File: src/rtl/collision_score.sv
// rtl/collision_score.sv - bird/pipe/ground collision detection, pipe-cleared BCD scoring and game FSM
module collision_score #(
    parameter int BIRD_X   = 200,
    parameter int BIRD_W   = 20,
    parameter int BIRD_H   = 20,
    parameter int PIPE_W   = 60,
    parameter int GAP_H    = 120,
    parameter int GROUND_Y = 480
) (
    input  logic        Clk,
    input  logic        Reset,
    input  logic        Start,
    input  logic [9:0]  BirdPosY,
    input  logic [9:0]  PipePosX,
    input  logic [9:0]  PipePosY,
    output logic        Lost,
    output logic [11:0] Score,
    output logic        ScoreTick,
    output logic        Playing
);

    typedef enum logic [1:0] {
        IDLE = 2'd0,
        PLAY = 2'd1,
        LOST = 2'd2
    } state_t;

    localparam logic [10:0] BIRD_L   = 11'(BIRD_X);
    localparam logic [10:0] BIRD_R   = 11'(BIRD_X + BIRD_W);
    localparam logic [10:0] BIRD_HT  = 11'(BIRD_H);
    localparam logic [10:0] PIPE_WD  = 11'(PIPE_W);
    localparam logic [10:0] GAP_HT   = 11'(GAP_H);
    localparam logic [10:0] GROUND   = 11'(GROUND_Y);

    state_t      state, state_next;
    logic        start_q;
    logic        start_rise;
    logic [9:0]  by, px, py;
    logic        passed, passed_next;
    logic [11:0] score_next;
    logic        tick_next;

    logic [10:0] by_w, px_w, py_w;
    logic        x_ovl, y_out, hit, cleared, respawn;

    // All geometry is evaluated in 11 bits so px near 1023 cannot wrap into an overlap.
    assign by_w = {1'b0, by};
    assign px_w = {1'b0, px};
    assign py_w = {1'b0, py};

    assign x_ovl   = (px_w < BIRD_R) && (px_w + PIPE_WD > BIRD_L);
    assign y_out   = (by_w < py_w) || (by_w + BIRD_HT > py_w + GAP_HT);
    assign hit     = (x_ovl && y_out) || (by_w + BIRD_HT >= GROUND);
    assign cleared = (px_w + PIPE_WD <= BIRD_L) && !passed;
    assign respawn = (px_w >= BIRD_R);

    assign start_rise = Start & ~start_q;
    assign Lost       = (state == LOST);
    assign Playing    = (state == PLAY);

    function automatic logic [11:0] bcd_inc(input logic [11:0] v);
        logic [3:0] h, t, o;
        {h, t, o} = v;
        if (o == 4'd9) begin
            o = 4'd0;
            if (t == 4'd9) begin
                t = 4'd0;
                h = h + 4'd1;
            end else begin
                t = t + 4'd1;
            end
        end else begin
            o = o + 4'd1;
        end
        return {h, t, o};
    endfunction

    always_ff @(posedge Clk) begin
        if (Reset) begin
            state     <= IDLE;
            start_q   <= 1'b0;
            by        <= '0;
            px        <= '0;
            py        <= '0;
            passed    <= 1'b0;
            Score     <= 12'h000;
            ScoreTick <= 1'b0;
        end else begin
            state     <= state_next;
            start_q   <= Start;
            by        <= BirdPosY;
            px        <= PipePosX;
            py        <= PipePosY;
            passed    <= passed_next;
            Score     <= score_next;
            ScoreTick <= tick_next;
        end
    end

    always_comb begin
        state_next  = state;
        passed_next = passed;
        score_next  = Score;
        tick_next   = 1'b0;
        case (state)
            IDLE: begin
                if (start_rise) begin
                    state_next  = PLAY;
                    score_next  = 12'h000;
                    passed_next = 1'b0;
                end
            end
            PLAY: begin
                if (hit) begin
                    state_next = LOST;
                end else begin
                    if (cleared) begin
                        passed_next = 1'b1;
                        // 999 saturates silently: no increment and no tick.
                        if (Score != 12'h999) begin
                            score_next = bcd_inc(Score);
                            tick_next  = 1'b1;
                        end
                    end
                    if (respawn) begin
                        passed_next = 1'b0;
                    end
                end
            end
            LOST: begin
                if (start_rise) begin
                    state_next = IDLE;
                end
            end
            default: begin
                state_next = IDLE;
            end
        endcase
    end

endmodule

File: config.mk
export PLATFORM = sky130hd
export DESIGN_NAME = collision_score
export DESIGN_NICKNAME = d
export VERILOG_FILES = /design/src/rtl/collision_score.sv
export SDC_FILE = /design/constraint.sdc
export NUM_CORES = 1
export LEC_CHECK = 0
export ABC_CLOCK_PERIOD_IN_PS = 5200
export BUFFER_PORTS_ARGS = -buffer_cell sky130_fd_sc_hd__buf_4
export CORE_MARGIN = 10
export CORE_UTILIZATION = 30
export DETAILED_ROUTE_END_ITERATION = 12
export PLACE_DENSITY = 0.57
export SYNTH_ARGS = -nofsm -noshare
export SYNTH_HDL_FRONTEND = slang
export SYNTH_SLANG_ARGS = --single-unit
File: constraint.sdc
create_clock -name Clk -period 5.2 [get_ports Clk]
set_clock_uncertainty 0.05 [all_clocks]
set_input_delay 0.26 -clock Clk [delete_from_list [all_inputs] [get_ports Clk]]
set_output_delay 0.26 -clock Clk [all_outputs]
set_load 0.01 [all_outputs]
After elaboration in Yosys (flattened, before gate mapping)
Index checks and enable logic that the tools add are counted.
{"block": "totals", "wordCells": 75, "output_inout_bits": 15, "reg_bits": 47, "in_bits": 33}
{"block": "op_classes", "muxes": 20, "n_eq_ne": 14, "bitwise_logic": 4, "n_reduce_logical": 14, "n_lt_le_gt_ge": 7, "addsub": 6}
{"op": "$mux 12", "count": 4}
{"op": "$pmux 12 s2", "count": 1}
{"op": "$mux 4", "count": 5}
{"op": "$add 4x1->4 const B", "count": 3}
{"op": "$ne 12x12->1 const B", "count": 1}
{"op": "$ne 2x1->1 const B", "count": 6}
{"op": "$add 10x5->11 const B", "count": 1}
{"op": "$add 10x6->11 const B", "count": 1}
{"op": "$add 10x7->11 const B", "count": 1}
{"op": "$ge 11x9->1 const B", "count": 1}
{"op": "$gt 11x11->1", "count": 1}
{"op": "$gt 11x8->1 const B", "count": 1}
{"op": "$le 11x8->1 const B", "count": 1}
{"op": "$ge 10x8->1 const B", "count": 1}
{"op": "$lt 10x10->1", "count": 1}
{"op": "$lt 10x8->1 const B", "count": 1}
{"op": "$eq 4x4->1 const B", "count": 2}
{"op": "$reduce_and 7->1", "count": 1}
{"op": "$mux 2", "count": 3}
{"op": "$pmux 2 s3", "count": 1}
{"op": "$reduce_and 6->1", "count": 1}
{"op": "$mux 1", "count": 5}
{"op": "$reduce_and 5->1", "count": 1}
{"op": "$ne 2x2->1 const B", "count": 2}
{"op": "other kinds (14)", "count": 19}

Depth between registers and ports, before layout
{"block": "logic_depth", "ltp_word": 7, "mapped_depth": 13, "mapped_depth_nobuf": 13}

Worst setup path after synthesis
No wires, ideal clock.
{"block": "synth_timing", "path_type": "register to register", "from": "register py[3]", "to": "register Score[6]", "synth_period_minus_slack_ps": 2462, "setup_ps": 120, "arrival_ps": 2293, "required_ps": 5030, "setup_slack_ps": 2738, "stages_incl_launch_ff": 13, "cell_sequence": "dfxtp_1 -> inv_1 -> ha_1 -> nand3_1 -> nand3_1 -> xnor2_1 -> ha_1 -> nand3_1 -> o21bai_1 -> a311oi_1 -> o21ai_2 -> and4_1 -> a211o_1"}
{"block": "synth_via", "elab_chain_cells": 7, "word_cells_on_any_way": 8, "cone_classes": "add/sub: 1; order compare: 2; eq/ne: 1; reduce/logical: 4"}
{"item": "from (decl)", "line": "38", "text": "logic [9:0] by, px, py;"}
{"item": "from (signal assigned)", "line": "93", "text": "py <= PipePosY;"}
{"item": "$add 10x7->11", "line": "52", "text": "assign y_out = (by_w < py_w) || (by_w + BIRD_HT > py_w + GAP_HT);"}
{"item": "$gt 11x11->1", "line": "52"}
{"item": "$logic_or 1x1->1 (*)", "line": "52"}
{"item": "$logic_and 1x1->1 (*)", "line": "53", "text": "assign hit = (x_ovl && y_out) || (by_w + BIRD_HT >= GROUND);"}
{"item": "$logic_or 1x1->1 (*)", "line": "53"}
{"item": "$ne 2x2->1 (no source line) (*)"}
{"item": "$reduce_and 6->1 (no source line) (*)"}
{"item": "to (signal assigned)", "line": "95", "text": "Score <= score_next;"}
{"item": "to (decl)", "line": "17", "text": "output logic [11:0] Score,"}
Mark *: on every way between the ends. The rest lies on a longest branch, timed or not.
A chain may end at the register's enable or synchronous reset.

Final worst setup path
{"block": "layout_timing", "from": "register by[2]", "to": "register Score[6]"}
{"block": "layout_via", "elab_chain_cells": 7, "word_cells_on_any_way": 9, "cone_classes": "add/sub: 1; order compare: 3; eq/ne: 1; reduce/logical: 4"}
{"item": "from (decl)", "line": "38"}
{"item": "from (signal assigned)", "line": "91", "text": "by <= BirdPosY;"}
{"item": "$add 10x5->11", "line": "52, 53"}
{"item": "$gt 11x11->1", "line": "52"}
{"item": "$logic_or 1x1->1", "line": "52"}
{"item": "$logic_and 1x1->1", "line": "53"}
{"item": "$logic_or 1x1->1 (*)", "line": "53"}
{"item": "$ne 2x2->1 (no source line) (*)"}
{"item": "$reduce_and 6->1 (no source line) (*)"}
Marked as above.

==> summary.txt <==
Critical path
  – Crit path cell chain: ha_1, o2111ai_1, nor2_1, ha_1, nand3_1, nor2_1, o21ai_0, a311oi_1, o21ai_2, and4_1, a211o_1
  – Worst path bufs/invs: 0
  – Max stage delay on crit path: 370 ps
  – Slowest CP cell: dfxtp_1
  – Reg-to-reg setup timing slack: 2450 ps
  – CP delay by family, top: compound AO/OA/AOI/OAI gates
  – Reg2reg end: Score[6]
  – Worst Setup Start Kind: flop
  – Crit path capture type: flop
  – Worst Reg-to-Reg Cells: 11
  – Worst Path Required: 5340 ps
  – Crit path DAT: 2890 ps
  – Worst setup path category: reg2reg
  – Crit path max fanout: 5
  – Launch point of the worst reg-to-reg path: by[2]

Floorplanning
  – Core area: 8640 µm²
  – Full die area: 12900 µm²
  – Die Ht: 114 µm
  – Overall die width: 114 µm
  – I/O pin cnt: 48
  – Initial core utilization: 30.6%
  – Rows: 34

STA
  – Setup TNS: 0 ps
  – Fin. Hold Viols: 0
  – Final Cycle Share: 52.8%
  – RSZ-0062 raised after global routing: false
  – Max Clk Rate: 364 MHz
  – Worst Tran Pin Value: 646 ps
  – Worst slew margin: 55.8%
  – Slew Limit Fails: 0
  – Min cycle time layout: 2750 ps
  – Final setup viols: 0

Logic synthesis
  – Post-synth top flop: dfxtp_1
  – Post-synth EDFFs: 0
  – Ys async rst share: 0%
  – FF+latch count, synth: 47
  – Syn_area_per_cell: 8.80 µm²
  – Netlist Area Pre-Place: 2640 µm²
  – Synth warn: 0
  – Synthesized Nets: 364
  – Post-Synthesis Cells: 300
  – Seq/Total Area, Yosys: 35.7%
  – Netlist cell types: 50

Clock tree
  – Longest Clk Path Bufs: 2
  – Postcts setup bufs: 0
  – # H-tree levels: 2
  – Post_cts resized: 0
  – Root Buffer: clkbuf_8
  – CTS tree: built
  – Clock transition at path regs: 100 ps
  – Cts hold-fix bufs: 0
  – Clk_lat worst skew: 310 ps
  – Clock tree sinks: 47
  – Cts bufs inserted: 5

Global route
  – Antenna violations before repair: 0
  – Gr usage total: 9.51%
  – Number of global-route vias before repair: 2246
  – First-pass GRT wire length: 10.4 mm
  – Largest net degree at the start of global routing: 49
  – Total gr overflow: 0

Route
  – DR pass1 iterations: 4
  – Drt wl/cell: 13.2 µm
  – Post-Route WL: 6.01 mm
  – Drt initial violations: 61
  – Post-route DRC: 0
  – Vias: 2210
  – Vias per cell: 4.85
  – ANT nets after route: 0

Min path
  – HP Start: BirdPosY[2]
  – Worst min path class: in2reg
  – WHS Endpoint: by[2]
  – Hold depth: 2

Placement
  – Area after DPL: 3100 µm²
  – Final GP Congestion: 0.844
  – IO Port Bufs: 47
  – HPWL after DPL: 4.75 mm

Job
  – Max-Cap Viols: 0

Power and ir drop
  – Overall power: 0.000772 W
  – Worst VDD drop: 0.0961 mV
  – Leakage: 1.37 nW
  – P per Cell Area: 242 nW/µm²

Finish
  – Layout cells sized above 1: 17.8%
  – Synthesis-to-finish area growth: 20.9%
  – ANT cells: 0
  – Highest-count cells in the layout ignoring fill and taps: dfxtp_1 (47), buf_4 (47), nor2b_1 (34), ha_1 (31), inv_1 (20)
  – Final core area utilization: 36.9%
  – Post-Layout Inst Area: 3190 µm²
  – Nets@finish: 411

Status
  – Status: complete, no violations
==> flip-flops by register name, summed over array words and instances, names as in the netlist <==
| signal | cells |
|---|---|
| Score | 12 |
| by | 10 |
| px | 10 |
| py | 10 |
| state | 2 |
| ScoreTick | 1 |
| passed | 1 |
| start_q | 1 |
==> metrics by stage <==
step | setup WS, ps | hold slack (ps) | instances
after detailed placement | 2510 | 409 | 448
after global placement | 2590 | 408 | 448
after floorplan | 2740 | 338 | 300
after CTS | 2470 | 92.9 | 456
final | 2450 | 99.3 | 456
after global routing | 2160 | 90.9 | 456
==> routing by layer <==
layer | up-vias | wire length, µm | track usage [%]
li1 | 1150 | - | -
met1 | 1002 | 2720 | 11.5
met2 | 51 | 2890 | 16.0
met3 | 7 | 343 | 2.94
met4 | 0 | 57 | 2.42
met5 | - | 0 | 0
==> cell type report <==
type	count	area, µm²
Tap cell	108	135
Clock inverter	3	22.5
Multi-Input combinational cell	226	1590
Inverter	20	75.1
Sequential cell	47	941
Timing Repair Buffer	47	353
Fill cell	897	5450
Clock buffer	5	68.8
==> cells by family (layout without fill, tap and decap cells) <==
logic type	after synthesis	count (layout)	synth area share, %
AO/OA/AOI/OAI	62	62	15.3
XOR/XNOR	11	11	3.65
adder cells (fa/ha/maj)	31	31	14.7
buffers and inverters	27	75	3.94
flip-flops	47	47	35.7
AND/OR/NAND/NOR	122	122	26.8
==> worst reg2reg max path, cell delays in order (launching register included) <==
cell	delay [ps]
dfxtp_1	370
ha_1	250
o2111ai_1	290
nor2_1	120
ha_1	320
nand3_1	130
nor2_1	120
o21ai_0	110
a311oi_1	290
o21ai_2	140
and4_1	190
a211o_1	260
==> power breakdown <==
part | switching, W | internal (W)
registers | 0.0000165 | 0.000376
logic | 0.0000767 | 0.0000697
clock network | 0.000136 | 0.0000966
total | 0.000230 | 0.000543
==> cell usage after synthesis, drive strengths merged (4+ instances only) <==
master / count / area share, %
ha: 31 / 15
nand3b: 5 / 1.4
nor3: 8 / 1.5
a31oi: 5 / 1.2
nor2b: 34 / 8.1
or3: 6 / 1.4
nor2: 15 / 2.5
a21oi: 20 / 3.9
nand3: 7 / 1.5
nand2: 17 / 2.4
nand2b: 7 / 1.7
inv: 20 / 2.8
dfxtp: 47 / 36
clkbuf: 5 / 0.71
nand4: 4 / 0.95
xnor2: 9 / 3.0
o21ai: 15 / 3.0
==> how the worst max path moves through the flow <==
stage / depth (start not counted) / to / from
final: 11 / Score[6] / by[2]
after global routing: 11 / Score[6] / by[2]
after CTS: 10 / Score[6] / by[2]
after detailed placement: 10 / Score[6] / by[2]
after global placement: 8 / Score[6] / by[2]
after floorplan: 12 / Score[6] / py[3]
Power figures use the tool's default switching activity.
